--- config.mk ---
export PLATFORM = sky130hd
export DESIGN_NAME = demux_1x8_4bit_reg
export DESIGN_NICKNAME = d
export VERILOG_FILES = /design/src/rtl/demux_1x8_4bit_reg.sv
export SDC_FILE = /design/constraint.sdc
export NUM_CORES = 1
export LEC_CHECK = 0
export CORE_MARGIN = 3
export CORE_UTILIZATION = 45
export DETAILED_ROUTE_END_ITERATION = 16
export GPL_ROUTABILITY_DRIVEN = 1
export PLACE_DENSITY = 0.79
export SLEW_MARGIN = 20
export SYNTH_ARGS = -nofsm -noshare
export SYNTH_HDL_FRONTEND = slang
export SYNTH_SLANG_ARGS = --single-unit
export TNS_END_PERCENT = 1
--- constraint.sdc ---
create_clock -name clk -period 2.2 [get_ports clk]
set_input_delay 0.66 -clock clk [delete_from_list [all_inputs] [get_ports clk]]
set_output_delay 0.66 -clock clk [all_outputs]
set_load 0.05 [all_outputs]
--- src/rtl/demux_1x8_4bit_reg.sv ---
`default_nettype none
// ============================================================================
// Module   : demux_1x8_4bit_reg
// Purpose  : 1-to-8 demultiplexer for 4-bit words with per-channel holding
//            registers, valid/ack handshake per channel, and a saturating
//            count of offers rejected because the target channel was full.
// Options  : DEMUX_AUTOSEL_EN - adds the 'auto' input and a round-robin
//            3-bit pointer that picks the target channel when auto=1.
// Revision : 1.0 - initial release
// ============================================================================
module demux_1x8_4bit_reg (
  input  logic       clk,
  input  logic       rst_n,
`ifdef DEMUX_AUTOSEL_EN
  input  logic       auto,
`endif
  input  logic [3:0] din,
  input  logic       in_valid,
  output logic       in_ready,
  input  logic       sel0,
  input  logic       sel1,
  input  logic       sel2,
  output logic [3:0] a,
  output logic [3:0] b,
  output logic [3:0] c,
  output logic [3:0] d,
  output logic [3:0] e,
  output logic [3:0] f,
  output logic [3:0] g,
  output logic [3:0] h,
  output logic [7:0] vld,
  input  logic [7:0] ack,
  output logic [7:0] err_cnt
);

  localparam int         c_NCH     = 8;
  localparam logic [7:0] c_ERR_MAX = 8'hFF;

  logic [c_NCH-1:0][3:0] r_data;
  logic [7:0]            r_vld;
  logic [7:0]            w_vld_nxt;
  logic [7:0]            r_err;
  logic [2:0]            w_sel;
  logic [2:0]            w_tgt;
  logic                  w_ready;
  logic                  w_acc;
  logic                  w_rej;

  assign w_sel = {sel2, sel1, sel0};

`ifdef DEMUX_AUTOSEL_EN
  logic [2:0] r_ptr;

  // In auto mode the pointer chooses the channel and the sel pins are ignored
  assign w_tgt = auto ? r_ptr : w_sel;

  // Pointer advances only on words accepted while in auto mode
  always_ff @(posedge clk or negedge rst_n) begin
    if (!rst_n) begin
      r_ptr <= 3'd0;
    end else if (w_acc && auto) begin
      r_ptr <= r_ptr + 3'd1;
    end
  end
`else
  assign w_tgt = w_sel;
`endif

  // A full channel can still take a word when its consumer drains it this cycle
  assign w_ready = !r_vld[w_tgt] | ack[w_tgt];
  assign w_acc   = in_valid & w_ready;
  assign w_rej   = in_valid & !w_ready;

  // Next valid map: acks clear, an accepted write sets (and wins over an ack)
  always_comb begin
    w_vld_nxt = r_vld & ~ack;
    if (w_acc) begin
      w_vld_nxt[w_tgt] = 1'b1;
    end
  end

  // Valid flags register
  always_ff @(posedge clk or negedge rst_n) begin
    if (!rst_n) begin
      r_vld <= 8'h00;
    end else begin
      r_vld <= w_vld_nxt;
    end
  end

  generate
    for (genvar k = 0; k < c_NCH; k++) begin : g_ch
      // Channel holding register loads only when it is the accepted target
      always_ff @(posedge clk or negedge rst_n) begin
        if (!rst_n) begin
          r_data[k] <= 4'h0;
        end else if (w_acc && (w_tgt == 3'(k))) begin
          r_data[k] <= din;
        end
      end
    end
  endgenerate

  // Rejected-offer counter sticks at its maximum instead of wrapping
  always_ff @(posedge clk or negedge rst_n) begin
    if (!rst_n) begin
      r_err <= 8'h00;
    end else if (w_rej && (r_err != c_ERR_MAX)) begin
      r_err <= r_err + 8'd1;
    end
  end

  assign in_ready = w_ready;
  assign a        = r_data[0];
  assign b        = r_data[1];
  assign c        = r_data[2];
  assign d        = r_data[3];
  assign e        = r_data[4];
  assign f        = r_data[5];
  assign g        = r_data[6];
  assign h        = r_data[7];
  assign vld      = r_vld;
  assign err_cnt  = r_err;

endmodule
`default_nettype wire

Word level (Yosys, flattened, before mapping)
Cells that the tools add are included.
{ "op_classes": {"muxes": 7, "order_cmp": 2, "bitwise_logic": 6, "n_addsub": 1, "reduce_logical": 13, "eq_ne": 8} }
{ "op_table": {"columns": ["cell", "count"], "rows": [
  ["3-bit == test, second input constant", 4],
  ["1-bit logical AND", 10],
  ["8-bit by 1-bit adder with 8-bit output, second input constant", 1],
  ["8-bit AND", 1],
  ["8-bit two-way mux", 1],
  ["8-bit != test, second input constant", 1],
  ["8-bit inverter", 1],
  ["8-bit OR", 1],
  ["1-bit binary-select mux with 3-bit select", 2],
  ["3-bit by 2-bit == test with 1-bit output, second input constant", 2],
  ["3-bit by 4-bit < comparator with 1-bit output, second input constant", 1],
  ["1-bit demux with 3-bit select", 1],
  ["3-bit by 1-bit == test with 1-bit output, second input constant", 1],
  ["3-bit by 1-bit greater-or-equal comparator with 1-bit output, second input constant", 1],
  ["3-bit logical NOT", 1],
  ["1-bit two-way mux", 3],
  ["1-bit AND", 2],
  ["1-bit logical NOT", 2],
  ["1-bit OR", 1]
]} }
{ "totals": {"regBits": 48, "elab_cells": 47, "inputBits": 18, "out_inout_bits": 49} }

Logic depth before layout (Yosys ltp)
Gate-level depths: netlist of the first run.
{ "depth": {"ltp_word": 7, "ltp_mapped": 6, "ltp_nobuf": 6} }

Worst setup path before layout of the first run
No wires, ideal clock.
{ "synth_path": {"kind": "input -> output", "startpoint": "input port sel2", "endpoint": "output port in_ready", "required_time_ps": 1540, "n_path_buf": 1, "path_stages": 3, "arrival_time_ps": 2114, "path_slack_ps": -574, "path_cell_list": "buf_6 mux4_2 a21oi_1"} }
{ "synth_between": {"elab_chain_len": 4, "word_cells_on_any_way": 6, "classes_between": "mux: 4; bitwise: 1; reduce/logical: 1"} }
{ "synth_rtl": {"columns": ["element", "line", "source"], "rows": [
  ["start: declaration", "22", "input logic sel2,"],
  ["1-bit binary-select mux with 3-bit select", "70", "assign w_ready = !r_vld[w_tgt] | ack[w_tgt];"],
  ["1-bit two-way mux (not written as such)", "70", null],
  ["1-bit logical NOT", "70", null],
  ["1-bit OR (*)", "70", null],
  ["end: declaration", "19", "output logic in_ready,"]
]} }
Mark *: on every way between the ends. The rest lies on a longest branch, timed or not. The select of a mux whose other input is x is not followed.

Worst setup path after layout of the first run
{ "layout_path": {"startpoint": "input port ack[6]", "endpoint": "output port in_ready"} }
{ "layout_between": {"elab_chain_len": 3} }
{ "layout_rtl": {"columns": ["element", "line", "source"], "rows": [
  ["start: declaration", "32", "input logic [7:0] ack,"],
  ["1-bit binary-select mux with 3-bit select", "70", null],
  ["1-bit two-way mux (not written as such)", "70", null],
  ["1-bit OR", "70", null]
]} }
No other way between the ends. The select of a mux whose other input is x is not followed.

==> flow_summary.toml, run 1 <==
[clock_network]
cts_hold_buffers = 0
cts_root_buf = "clkbuf_8"
cts_tree = "yes"
clk_pin_slew_ns = 0.09
clk_latency_ns = 0.29
cts_sinks = 48
numCtsBuffers = 5
htree_levels = 2
cts_buffer_depth = 2

[drt]
first_pass_iters = 4
drcViolationCount = 0
viasPerCell = 5.20
drt-total-wl_um = 4910
wl_per_cell_um = 16.9
ant_nets = 0
num_vias = 1508
dr.first_iter.drc_count = 76

[final_layout]
final_common_cell = "dfrtp_1"
final_net_count = 258
final_cell_mix = "dfrtp_1, clkdlybuf4s50_1, mux2_2"
drive_gt1_frac = 0.408
final_core_utilization = 0.725
instances_no_fill = 290
area_growth_pct = 49.1
n_antenna_cell = 0

[timing]
setup_ws_ns = -0.169
whs_ns = 0.449
rsz0062_at_grt = "true"
hold_viol = 0
setup_viol = 1
period_needed_ns = 2.37
period_share = 1.08
relSlewSlack = 0.598
worst_slew_pin_slew_ns = 0.603
fmax_mhz = 422
finClkSkew_ns = 0.00829
slew_viol_final = 0

[logic_synthesis]
synth_top_flop_cell = "dfrtp_1"
syn-num-nets = 164
yosys.area_share.xor_xnor = 0.0214
ys_seq_area_frac = 0.588
async_flop_share = 1.00
synth_adder_area_share = 0.00612
yosysWarnings = 0
synth_top_cell_by_area = "dfrtp_1"
ys_types = 31
synth_top_family_by_area = "multiplexers"
yosys.area_share.simple = 0.137
synth.area.top_cells = "dfrtp_1, mux2_2, nand2b_1"
syn_inst = 145
synthMuxAreaShare = 0.211
mappedNetlistArea_um2 = 2040
ys_ff_latch = 48
avgSynthCellArea_um2 = 14.1
synth_top_area_frac = 0.588
synth_compound_area_frac = 0.0276
synth_edf_count = 0

[power_and_ir_drop]
vdd_drop_max_uv = 889
power_leakage_uw = 0.00143
power_density_nw_per_um2 = 985

[place]
placed_cells = 276
io_buffers = 66
dp_slack_ns = -0.661
dp.final_hpwl_um = 3620
place_congestion = 0.777

[global_route]
grt_usage = 0.195
grt_pass1_wl_um = 7870
grt_pass1_vias = 1622
antenna_found_initial = 0
grt_max_degree = 49
grt-ovfl-total = 0

[die]
start_util = 0.486
die_height_um = 73.4
die-width_um = 73.4
rows = 23
dieArea_um2 = 5380
core-area_um2 = 4200
ios = 67

[job]
cap_viol_max_count = 0

[worst_setup_path]
arrival_ns = 1.71
cp_data_required_time_ns = 1.54
cp_max_fo = 2
end_kind = "primary output"
cp-start-kind = "primary input"
crit_type = "primary input to primary output"

[outcome]
violations = "negative setup slack"
status = "finished, violations left"

[min_path]
hp-class = "primary input to asynchronous set/reset pin"
[synth_stat cells, types with 2 or more instances]
cell type  instances
nor2b_1            5
nand4_1            3
dfrtp_1           48
nand2b_1           8
nand2_1           10
a21oi_1            2
mux4_2             2
and4_1             2
mux2_2            32
or2_2              2
nand4b_1           2
xnor2_1            5
nor2_1             4
nand3_1            3
[layer usage]
| metal | vias to the layer above | wire (um) | GRT usage |
|---|---|---|---|
| li1 | 699 | - | - |
| met3 | 9 | 362 | 0.0643 |
| met2 | 47 | 2460 | 0.333 |
| met5 | - | 0 | 0 |
| met1 | 753 | 2000 | 0.236 |
| met4 | 0 | 88 | 0.0584 |
[critical path, stage by stage]
cell      delay [ns]
buf_6           0.09
nand2b_4        0.13
mux4_2          0.52
nor2_4          0.12
a21oi_4         0.04
buf_12          0.14
[stage by stage]
stage	setup TNS [ns]	power (uW)	instance area, um2
floorplan	-0.125	1930	2060
global placement	-5.35	2380	2880
detailed placement	-7.39	2410	2880
CTS	-0.183	3030	3040
global route	-0.190	3130	3050
finish	-0.169	3000	3050
[logic make-up (layout without fill, tap and decap cells)]
group / Yosys count / in the layout
compound gates: 6 / 6
xor+xnor: 5 / 5
fa+ha+maj: 1 / 1
buf+inv: 3 / 98
flops: 48 / 48
mux: 36 / 36
simple gates: 46 / 46
[sequential cells by signal, indices dropped and copies added (netlist names)]
signal / cells
e: 4
vld: 8
d: 4
a: 4
b: 4
err_cnt: 8
f: 4
c: 4
g: 4
h: 4
[worst paths after layout]
kind | startpoint | endpoint | slack, ns | cells after the start
setup / recovery | ack[6] | in_ready | -0.17 | 6
hold / removal | rst_n | vld[0]$_DFF_PN0_ | 0.45 | 2
setup reg to reg | vld[0]$_DFF_PN0_ | err_cnt[6]$_DFFE_PN0P_ | 0.26 | 6
hold reg to reg | d[0]$_DFFE_PN0P_ | d[0]$_DFFE_PN0P_ | 0.51 | 1
max in group asynchronous | rst_n | d[2]$_DFFE_PN0P_ | 1.34 | 2
min in group clk | d[0]$_DFFE_PN0P_ | d[0]$_DFFE_PN0P_ | 0.51 | 1
[repair_timing]
action                     in CTS  in global routing
pin swaps                       2                  2
gates cloned                    0                  0
buffers inserted                6                  0
gates resized for setup        41                  6
setup endpoints to repair       9                  4
[power breakdown]
group | internal [uW] | total, uW | switching (uW)
Clock | 337 | 613 | 276
Combinational | 440 | 1230 | 790
Sequential | 1050 | 1160 | 111
[cell type report]
type                            instances  area (um2)
Inverter                                1        3.75
Clock inverter                          2        35.0
Fill cell                             294        1160
Sequential cell                        48        1200
Multi-Input combinational cell         94         882
Clock buffer                            6        72.6
Tap cell                               50        62.6
Timing Repair Buffer                   89         788
No activity file was read; power rests on OpenSTA's default activity.
==> run 2: changes to the inputs <==
--- a/config.mk
+++ b/config.mk
@@ -6,10 +6,10 @@
 export NUM_CORES = 1
 export LEC_CHECK = 0
 export CORE_MARGIN = 3
-export CORE_UTILIZATION = 45
+export CORE_UTILIZATION = 41
 export DETAILED_ROUTE_END_ITERATION = 16
 export GPL_ROUTABILITY_DRIVEN = 1
-export PLACE_DENSITY = 0.79
+export PLACE_DENSITY = 0.75
 export SLEW_MARGIN = 20
 export SYNTH_ARGS = -nofsm -noshare
 export SYNTH_HDL_FRONTEND = slang
==> constraint.sdc (replaced) <==
create_clock -name clk -period 1.94 [get_ports clk]
set_input_delay 0.582 -clock clk [delete_from_list [all_inputs] [get_ports clk]]
set_output_delay 0.582 -clock clk [all_outputs]
set_load 0.05 [all_outputs]
==> flow_summary.toml, run 2 (synthesized netlist as in run 1, its figures left out) <==
[outcome]
status = "finished, violations left"
violations = "negative setup slack"

[place]
place_congestion = 0.812
io_buffers = 66
dp.final_hpwl_um = 3430
placed_cells = 300
dp_slack_ns = -0.757

[drt]
wl_per_cell_um = 14.6
drcViolationCount = 0
ant_nets = 0
num_vias = 1513
dr.first_iter.drc_count = 47
viasPerCell = 4.77
first_pass_iters = 4
drt-total-wl_um = 4620

[timing]
hold_viol = 0
worst_slew_pin_slew_ns = 0.368
period_share = 1.16
finClkSkew_ns = 0.00507
whs_ns = 0.102
fmax_mhz = 443
setup_ws_ns = -0.319
slew_viol_final = 0
relSlewSlack = 0.754
period_needed_ns = 2.26
setup_viol = 8
rsz0062_at_grt = "true"

[power_and_ir_drop]
power_leakage_uw = 0.00148
p_comb_frac = 0.399
p_int_uw = 2030
power_frac_seq = 0.389
vdd_drop_max_uv = 867
pwr-share-clk = 0.211
power_density_nw_per_um2 = 1100
swShare = 0.399
p_sw_uw = 1350

[worst_setup_path]
cp_max_fo = 2
critPathMaxStageDelay_ns = 0.51
cp_data_required_time_ns = 1.36
r2r_end = "err_cnt[1]$_DFFE_PN0P_"
critPathSlowestCell = "mux4_2"
end_kind = "primary output"
cp-start-kind = "primary input"
crit_buf_inv = 2
ff2ff_setup_slack_ns = -0.17
arrival_ns = 1.68
path_cells = "clkdlybuf4s15_1 -> nor2b_4 -> mux4_2 -> a21oi_4 -> buf_12"
crit_type = "primary input to primary output"
reg2regPathDepth = 8
cp_top_family = "multiplexers"
r2r_start = "vld[7]$_DFF_PN0_"

[final_layout]
multiInputGateArea_um2 = 893
n_antenna_cell = 0
drive_gt1_frac = 0.608
regArea_um2 = 1210
fill_cells = 371
final_cell_mix = "buf_4, dfrtp_1, mux2_2"
area_growth_pct = 50.7
final_net_count = 268
instances_no_fill = 317
final_common_cell = "buf_4"

[clock_network]
cts_root_buf = "clkbuf_8"
cts_sinks = 48
cts_tree = "yes"
cts_buffer_depth = 2
clk_pin_slew_ns = 0.09
numCtsBuffers = 5
htree_levels = 2
clk_latency_ns = 0.29
cts_hold_buffers = 0

[die]
rows = 25
dieArea_um2 = 5870
ios = 67
die_height_um = 76.6
core-area_um2 = 4750
die-width_um = 76.6
start_util = 0.430

[global_route]
grt_pass1_vias = 1546
grt-ovfl-total = 0
grt_max_degree = 44
grt_usage = 0.164
grt_pass1_wl_um = 7550
antenna_found_initial = 0

[job]
cap_viol_max_count = 0

[min_path]
hp-class = "primary input to asynchronous set/reset pin"
==> run 2: cell count changes in the layout (fill, tap and decap cells not counted), sizes merged <==
cell,delta
buf,+48
clkdlybuf4s50,-34
clkbuf,-2
dlymetal6s2s,-3
clkinvlp,+1
==> run 2: per-layer routing <==
| metal | global-route usage | wire [um] | up-vias |
|---|---|---|---|
| li1 | - | - | 723 |
| met1 | 0.214 | 2140 | 741 |
| met2 | 0.264 | 2190 | 44 |
| met3 | 0.0485 | 250 | 5 |
| met4 | 0.0489 | 43 | 0 |
| met5 | 0 | 0 | - |
==> run 2: worst max-delay path by stage <==
| stage | from | end | cells past startpoint |
|---|---|---|---|
| detailed placement | sel2 | in_ready | 5 |
| global placement | sel2 | in_ready | 5 |
| global route | vld[7]$_DFF_PN0_ | in_ready | 4 |
| floorplan | sel2 | in_ready | 3 |
| finish | ack[7] | in_ready | 5 |
| CTS | vld[7]$_DFF_PN0_ | in_ready | 4 |
==> run 2: repair_timing <==
| item | CTS | global route |
|---|---|---|
| buffers inserted | 8 | 1 |
| pin swaps | 4 | 1 |
| endpoints found under the setup margin | 13 | 14 |
| gates resized for setup | 35 | 2 |
==> run 2: layout make-up <==
type                            instances  share of cell area
Clock buffer                            5              0.0223
Clock inverter                          3              0.0138
Inverter                                1             0.00122
Multi-Input combinational cell         94               0.290
Sequential cell                        48               0.392
Tap cell                               67              0.0272
Timing Repair Buffer                   99               0.254
==> run 2: worst register-to-register path, stage by stage, from the launching register on <==
cell and delay (ns):
dfrtp_2 0.41, nor2b_4 0.13, mux4_2 0.51, buf_4 0.15
buf_4 0.12, buf_4 0.13, o2bb2ai_4 0.16, nand2_2 0.08
mux2_1 0.31
==> run 2: metrics by stage <==
stage	area (um2)	power (uW)	setup TNS (ns)	util
CTS	3060	3410	-0.417	0.644
floorplan	2060	2190	-0.368	-
finish	3080	3380	-1.05	0.648
global route	3080	3510	-1.70	0.648
global placement	2870	2660	-13.09	0.603
detailed placement	2870	2670	-13.17	0.603
==> run 2: power groups by stage <==
stage | Sequential [uW] | Combinational [uW] | Clock [uW]
global placement | 1330 | 1330 | 0
detailed placement | 1330 | 1350 | 0
finish | 1310 | 1350 | 714
CTS | 1320 | 1360 | 735
global route | 1340 | 1410 | 770
floorplan | 1970 | 225 | 0
==> run 3: changes to the inputs <==
--- a/config.mk
+++ b/config.mk
@@ -5,6 +5,7 @@
 export SDC_FILE = /design/constraint.sdc
 export NUM_CORES = 1
 export LEC_CHECK = 0
+export CORE_ASPECT_RATIO = 0.8
 export CORE_MARGIN = 3
 export CORE_UTILIZATION = 41
 export DETAILED_ROUTE_END_ITERATION = 16
==> flow_summary.toml, run 3 (synthesized netlist as in run 1, its figures left out) <==
[clock_network]
cts_buffer_depth = 2
cts_root_buf = "clkbuf_8"
clk_pin_slew_ns = 0.10
clk_latency_ns = 0.31
htree_levels = 2
cts_sinks = 48
cts_tree = "yes"
cts_hold_buffers = 0
numCtsBuffers = 5

[worst_setup_path]
cp-start-kind = "primary input"
arrival_ns = 1.68
r2r_start = "vld[6]$_DFF_PN0_"
reg2regPathDepth = 7
cp_max_fo = 2
cp_data_required_time_ns = 1.36
crit_type = "primary input to primary output"
end_kind = "primary output"
r2r_end = "err_cnt[6]$_DFFE_PN0P_"
ff2ff_setup_slack_ns = -0.04

[min_path]
hp-class = "primary input to asynchronous set/reset pin"

[global_route]
antenna_found_initial = 0
grt_usage = 0.177
grt_max_degree = 32
grt_pass1_wl_um = 8020
grt_pass1_vias = 1581
grt-ovfl-total = 0

[final_layout]
final_common_cell = "buf_4"
n_antenna_cell = 0
final_cell_area_um2 = 3020
drive_gt1_frac = 0.599
instances_no_fill = 302
fill_cells = 365
final_core_utilization = 0.641
final_net_count = 260
area_growth_pct = 47.8
final_cell_mix = "buf_4, dfrtp_1, mux2_2"

[outcome]
status = "finished, violations left"
violations = "negative setup slack"

[timing]
period_share = 1.17
hold_viol = 0
relSlewSlack = 0.704
rsz0062_at_grt = "true"
slew_viol_final = 0
setup_viol = 9
finClkSkew_ns = 0.0106
setup_ws_ns = -0.324
worst_slew_pin_slew_ns = 0.444
period_needed_ns = 2.26
fmax_mhz = 442

[place]
place_congestion = 0.759
dp.final_hpwl_um = 3610
dp_slack_ns = -0.726
placed_cells = 290
io_buffers = 66
placed_area_um2 = 2840

[die]
start_util = 0.434
die_height_um = 69.1
ios = 67
die-width_um = 84.9
core-area_um2 = 4710
rows = 22
dieArea_um2 = 5870

[drt]
first_pass_iters = 4
ant_nets = 0
drcViolationCount = 0
drt-total-wl_um = 5110
num_vias = 1526
viasPerCell = 5.05
dr.first_iter.drc_count = 57
wl_per_cell_um = 16.9

[power_and_ir_drop]
power_leakage_uw = 0.00145
power_density_nw_per_um2 = 1100
vdd_drop_max_uv = 692

[job]
cap_viol_max_count = 0
-- run 3: cell count changes in the layout (fill, tap and decap cells not counted), sizes merged --
cell / previous run / this run
dlygate4sd2: 3 / 2
buf: 88 / 79
clkbuf: 5 / 6
bufinv: 1 / 0
inv: 1 / 2
clkdlybuf4s15: 2 / 4
clkinvlp: 1 / 0
-- run 3: metrics by stage --
stage / total power, uW / TNS, ns / hold WS, ns
6_report: 3340 / -0.840 / 0.203
5_1_grt: 3480 / -1.49 / 0.218
4_1_cts: 3330 / -0.348 / 0.211
3_5_place_dp: 2680 / -13.28 / 0.497
3_3_place_gp: 2650 / -12.68 / 0.493
2_1_floorplan: 2190 / -0.368 / 0.286
-- run 3: routing by layer --
metal,wire length [um],share of wire,global-route usage
met1,2230,0.44,0.230
met4,65,0.013,0.0545
met2,2470,0.48,0.277
met5,0,0,0
met3,337,0.066,0.0657
-- run 3: final cells by class --
cell class | instances | area, um2 | area share
Clock buffer | 6 | 82.6 | 0.0274
Clock inverter | 2 | 13.8 | 0.00456
Inverter | 1 | 3.75 | 0.00124
Multi-Input combinational cell | 94 | 911 | 0.302
Sequential cell | 48 | 1210 | 0.400
Tap cell | 60 | 75.1 | 0.0249
Timing Repair Buffer | 91 | 727 | 0.241
-- run 3: repair_timing --
action,4_1_cts,5_1_grt
buffers inserted,3,1
pin swaps,2,3
endpoints found under the setup margin,16,21
gates resized for setup,34,5
-- run 3: worst max path at each step --
stage | startpoint | to
detailed placement | sel2 | in_ready
finish | ack[4] | in_ready
floorplan | sel2 | in_ready
CTS | vld[7]$_DFF_PN0_ | in_ready
global route | vld[7]$_DFF_PN0_ | in_ready
global placement | sel2 | in_ready
-- run 3: worst max-delay path: stages --
cell and delay [ns]:
clkdlybuf4s15_1 0.16, nand2b_4 0.13, mux4_2 0.50, nor2_4 0.13, a21oi_4 0.05, buf_12 0.14
-- run 3: power breakdown --
part	total (uW)	internal (uW)	switching (uW)	leakage, uW
clock network	650	292	358	0.0000516
registers	1320	1190	133	0.000594
logic	1370	468	899	0.000809
total	3340	1950	1390	0.00145
